<file path="config.mk">
export PLATFORM = sky130hd
export DESIGN_NAME = serial_adder
export DESIGN_NICKNAME = d
export VERILOG_FILES = /design/src/rtl/serial_adder.sv
export SDC_FILE = /design/constraint.sdc
export NUM_CORES = 1
export LEC_CHECK = 0
export ABC_AREA = 1
export BUFFER_PORTS_ARGS = -buffer_cell sky130_fd_sc_hd__buf_2
export CORE_MARGIN = 4
export CORE_UTILIZATION = 55
export CTS_CLUSTER_SIZE = 20
export DETAILED_ROUTE_END_ITERATION = 8
export PLACE_DENSITY = 0.78
export SLEW_MARGIN = 20
export SYNTH_ARGS = -nofsm -noshare
export SYNTH_HDL_FRONTEND = slang
export SYNTH_SLANG_ARGS = --single-unit
</file>
<file path="constraint.sdc">
create_clock -name clk -period 3.6 [get_ports clk]
set_input_delay 0.54 -clock clk [delete_from_list [all_inputs] [get_ports clk]]
set_output_delay 0.54 -clock clk [all_outputs]
set_load 0.05 [all_outputs]
</file>
<file path="src/rtl/serial_adder.sv">
// Bit-serial WIDTH-bit adder: one full-adder stage plus a carry flop, one bit per clock,
// with a start/busy/done handshake. Define SERIAL_ADDER_SUB_EN to add the 'sub' port (a - b).
module serial_adder #(
   parameter int WIDTH = 8
) (
   input  logic             clk,
   input  logic             rst,
   input  logic             start,
   input  logic [WIDTH-1:0] a,
   input  logic [WIDTH-1:0] b,
   input  logic             cin,
`ifdef SERIAL_ADDER_SUB_EN
   input  logic             sub,
`endif
   output logic             busy,
   output logic             done,
   output logic [WIDTH-1:0] sum,
   output logic             cout
);

   localparam int CW = $clog2(WIDTH) + 1;

   typedef enum logic [1:0] {IDLE, RUN, DONE} state_t;

   state_t           state, state_nxt;
   logic [WIDTH-1:0] a_q, b_q, acc_q, acc_nxt;
   logic [WIDTH-1:0] b_load;
   logic             c_q, c_nxt, c_load, s_bit;
   logic [CW-1:0]    cnt_q;
   logic             accept, last;

   // A subtract loads ~b with the carry forced to 1, so the RUN datapath never sees 'sub'.
`ifdef SERIAL_ADDER_SUB_EN
   assign b_load = sub ? ~b : b;
   assign c_load = sub ? 1'b1 : cin;
`else
   assign b_load = b;
   assign c_load = cin;
`endif

   assign accept  = start && (state != RUN);
   assign last    = (cnt_q == CW'(WIDTH - 1));
   assign s_bit   = a_q[0] ^ b_q[0] ^ c_q;
   assign c_nxt   = (a_q[0] & b_q[0]) | (a_q[0] & c_q) | (b_q[0] & c_q);
   // Sum bits enter at the MSB and shift right, so after WIDTH steps bit 0 sits at index 0.
   assign acc_nxt = (acc_q >> 1) | (WIDTH'(s_bit) << (WIDTH - 1));

   // NOTE: sequential state uses non-blocking assignments so every flop samples pre-edge values.
   always_ff @(posedge clk) begin
      if (rst) state <= IDLE;
      else     state <= state_nxt;
   end

   // NOTE: every always_comb output gets a default first, so no path can infer a latch.
   always_comb begin
      state_nxt = state;
      case (state)
         IDLE:    if (start) state_nxt = RUN;
         RUN:     if (last)  state_nxt = DONE;
         DONE:    state_nxt = start ? RUN : IDLE;
         default: state_nxt = IDLE;
      endcase
   end

   always_comb begin
      busy = (state == RUN);
      done = (state == DONE);
   end

   always_ff @(posedge clk) begin
      if (rst) begin
         a_q   <= '0;
         b_q   <= '0;
         c_q   <= 1'b0;
         acc_q <= '0;
         cnt_q <= '0;
         sum   <= '0;
         cout  <= 1'b0;
      end else if (accept) begin
         a_q   <= a;
         b_q   <= b_load;
         c_q   <= c_load;
         acc_q <= '0;
         cnt_q <= '0;
      end else if (state == RUN) begin
         a_q   <= a_q >> 1;
         b_q   <= b_q >> 1;
         c_q   <= c_nxt;
         acc_q <= acc_nxt;
         cnt_q <= cnt_q + CW'(1);
         if (last) begin
            sum  <= acc_nxt;
            cout <= c_nxt;
         end
      end
   end

endmodule

</file>
======== After elaboration in Yosys (flattened, before gate mapping) ========
Cells that the tools add are included.
storage, ports and cells
  register bits after elaboration ......... 40
  logic and storage cells ................. 40
operators by class
  $add $sub $neg .......................... 1
  equal/unequal tests ..................... 6
  mux-type cells .......................... 10
  bitwise logic cells ..................... 9
  reduce and logical (&&, ||, !) cells .... 6
operators by type and width
  cell                 number
  $mux 8               4
  $or 7x8->8           1
  $pmux 2 s3           1
  $add 4x1->4 const B  1
  $eq 4x3->1 const B   1
  $mux 2               2
  $ne 2x1->1 const B   2
  $and 1x1->1          3
  $mux 1               3
  $reduce_and 3->1     1
  $eq 2x1->1 const B   1
  $eq 2x2->1 const B   1
  $logic_not 2->1      1
  $ne 2x2->1 const B   1
  $or 1x1->1           2
  $reduce_and 2->1     1
  $reduce_bool 2->1    1
  $reduce_or 2->1      1
  $xor 1x1->1          2
  $logic_and 1x1->1    1
  $not 1->1            1

======== Logic depth before layout (Yosys ltp) ========
  depth after elaboration ................. 5
  gate-level depth with buffers ........... 7

======== Least setup slack after synthesis ========
No wires, ideal clock.
  kind .................................... reg2out
  start ................................... register state[1]
  end ..................................... output done
  data arrival time ....................... 1.071 ns
  data required time ...................... 3.060 ns
  path slack .............................. 1.989 ns
  stages on the path, launching flop included .. 3
  buffers on the path ..................... 0
  path through ............................ dfxtp_1 > inv_1 > nor2_1
on the way
  cells in the longest elaborated chain, start to end .. 1
RTL lines
  element                   line  source
  start: declaration        25    state_t state, state_nxt;
  start signal: assignment  51    else state <= state_nxt;
  $eq 2x2->1                67    done = (state == DONE);
  end: declaration          16    output logic done,
No other way between the ends.

======== Worst setup path in the final report ========
  start ................................... register state[0]
  end ..................................... output busy
on the way
  cells in the longest elaborated chain, start to end .. 1
RTL lines
  element           line  source
  $eq 2x1->1        66    busy = (state == RUN);
  end: declaration  15    output logic busy,
No other way between the ends.

==> flow_summary.json <==
{
  "status": "completed",
  "leakage_nw": 0.953,
  "dp.cells": 293,
  "core-area_um2": 3050,
  "grt_pass1_wl_um": 5860,
  "vias": 1480,
  "nets": 278,
  "min_path_type": "flop to flop",
  "gp_congestion": 0.721,
  "fillers": 306,
  "period_needed_ns": 2.28,
  "cts_buffers": 5,
  "die_height_um": 64.4,
  "max_slew.worst_pin.slew_ns": 0.746,
  "path_depth": 3,
  "grt_max_degree": 44,
  "first_pass_iters": 4,
  "swShare": 0.273,
  "cts.path.max_buffers": 2,
  "yosys.area.top_type": "dfxtp_1",
  "r2r_cells": 5,
  "synth_top_area_frac": 0.446,
  "combPwrFrac": 0.120,
  "stdcell_area_um2": 1920,
  "cp_data_arrival_time_ns": 1.74,
  "p_int_w": 0.000551,
  "drive_above_1_share": 0.226,
  "area_growth_pct": 9.59,
  "critPathCaptureType": "output port",
  "met3_usage": 0.0457,
  "start_util": 0.573,
  "routed_wl_um": 3290,
  "whs_ns": 0.469,
  "clock_skew_ns": 0.0108,
  "clk_pin_slew_ns": 0.11,
  "crit_chain": "inv_2 -> nor2_4 -> buf_2",
  "synth.distinct_cells": 22,
  "maxCapViolations": 0,
  "place_area_um2": 1860,
  "cts_hold_buf": 0,
  "setup-violations-final": 0,
  "path_delay_family": "simple AND/OR/NAND/NOR gates",
  "grt_use_met1": 0.229,
  "postCtsSetupBuffers": 0,
  "clock_sinks": 39,
  "instances_no_fill": 301,
  "hold_viol": 0,
  "p_per_area_nw_per_um2": 395,
  "worst_slack_ns": 1.32,
  "ys_warn_count": 0,
  "slowest_stage": "nor2_4",
  "r2r_slack_ns": 1.92,
  "netlist_area_um2": 1750,
  "crit_required_ns": 3.06,
  "grt_busiest_layer": "met2",
  "fmax_mhz": 438,
  "syn_nets": 254,
  "dr.first_iter.drc_count": 94,
  "wl_per_cell_um": 10.9,
  "slowest_delay_ns": 0.57,
  "synth_seq_cells": 39,
  "startpoint_type": "flop",
  "grt_usage": 0.178,
  "reg2reg_to": "cnt_q[2]",
  "slew_headroom": 0.501,
  "timing.rr.start": "state[1]",
  "ios": 31,
  "maxSlewViolCount": 0,
  "crit_type": "flop to output port",
  "antenna_cells": 0,
  "p_sw_w": 0.000207,
  "avgSynthCellArea_um2": 7.54,
  "clk_latency_ns": 0.34,
  "clockPowerShare": 0.280,
  "antenna_found_initial": 0,
  "first_global_vias": 1352,
  "cts.repair.resized": 0,
  "netlist_instances": 232,
  "post-place-ws_ns": 1.68,
  "drc": 0,
  "critPathLaunch": "state[0]",
  "rows": 20,
  "rsz0062_at_grt": "false",
  "dp_hpwl_um": 2180,
  "timing.setup.tns_ns": 0,
  "grt_overflow": 0,
  "min_path_cells": 2,
  "antenna_left": 0,
  "vdd_ir_drop_max_mv": 0.279,
  "cp_num_buf_inv": 2,
  "pwr-share-seq": 0.600,
  "endpoint": "busy",
  "place.port_buffers": 30,
  "synthTopCellsByArea": "dfxtp_1, nand3_1, nand2_1, a21oi_2, inv_1",
  "via_per_inst": 4.92,
  "cts_tree": "built",
  "grt_util_met2": 0.282,
  "cts_max_level": 2,
  "die_w_um": 64.4,
  "clock-root-buffer": "clkbuf_4",
  "die_area_um2": 4150,
  "cp_max_fo": 30,
  "ys_seq_area_frac": 0.446,
  "timing.final.crit_share": 0.634
}
per-layer routing:
metal	wire length, um	vias up
met5	0	-
met4	47	0
met3	126	7
met2	1480	20
met1	1640	658
li1	-	795
worst min-delay path by stage:
stage | end | slack [ns] | start
after floorplan | sum[1] | 0.44 | acc_q[2]
after global placement | a_q[7] | 0.45 | a_q[7]
after detailed placement | sum[4] | 0.45 | acc_q[5]
after CTS | a_q[7] | 0.47 | a[7]
after global routing | b_q[7] | 0.48 | b[7]
final | sum[4] | 0.47 | acc_q[5]
cell type report:
| class | count | area, um2 | share of cell area |
|---|---|---|---|
| clock buffers | 6 | 41.3 | 0.0215 |
| clock inverters | 2 | 12.5 | 0.00653 |
| inverters | 21 | 78.8 | 0.0411 |
| multi-input cells | 159 | 798 | 0.416 |
| flip-flops and latches | 39 | 781 | 0.407 |
| well taps | 44 | 55.1 | 0.0287 |
| repair buffers | 30 | 150 | 0.0783 |
power groups by stage:
stage	Sequential [W]	Combinational, W	Clock [W]
3_3_place_gp	0.000464	0.0000903	0
3_5_place_dp	0.000465	0.0000911	0
2_1_floorplan	0.000463	0.0000791	0
4_1_cts	0.000455	0.0000920	0.000220
6_report	0.000455	0.0000910	0.000212
5_1_grt	0.000457	0.000105	0.000239
worst min-delay path, stage by stage, from the launching register on:
cell and delay, ns:
dfxtp_1 0.34, nand2_1 0.06, nand2_1 0.04
registers in the layout (all words and copies together) (netlist names):
register,cells
a_q,8
acc_q,7
b_q,8
c_q,1
cnt_q,4
cout,1
state,2
sum,8
cell usage in the layout, fill, tap and decap left out, drive strengths merged, types with 6 or more instances in the layout:
cell    synthesis  final
nand3          58     58
nor2           10     10
clkbuf          2      6
nand2          74     74
dfxtp          39     39
inv            21     21
a21oi          13     13
buf            11     30
cells by family after synthesis:
| kind of cell | Yosys count | synth area share |
|---|---|---|
| xor gates and xnor gates | 1 | 0.00501 |
| AOI/OAI and AO/OA | 14 | 0.0615 |
| buffers and inverters | 34 | 0.0973 |
| and+or+nand+nor | 142 | 0.371 |
| adders and majority gates | 2 | 0.0186 |
| DFF | 39 | 0.446 |
synth_stat cells (all sizes together):
| master | number |
|---|---|
| xor2 | 1 |
| nand3 | 58 |
| a21oi | 13 |
| dfxtp | 39 |
| inv | 21 |
| fa | 1 |
| nand2 | 74 |
| ha | 1 |
| buf | 11 |
| clkbuf | 2 |
| o21ai | 1 |
| nor2 | 10 |
stage by stage:
stage / total power (W) / utilization
2_1_floorplan: 0.000542 / -
3_3_place_gp: 0.000555 / 0.610
3_5_place_dp: 0.000556 / 0.610
4_1_cts: 0.000767 / 0.628
5_1_grt: 0.000800 / 0.628
6_report: 0.000758 / 0.628
No activity file was read; power rests on OpenSTA's default activity.
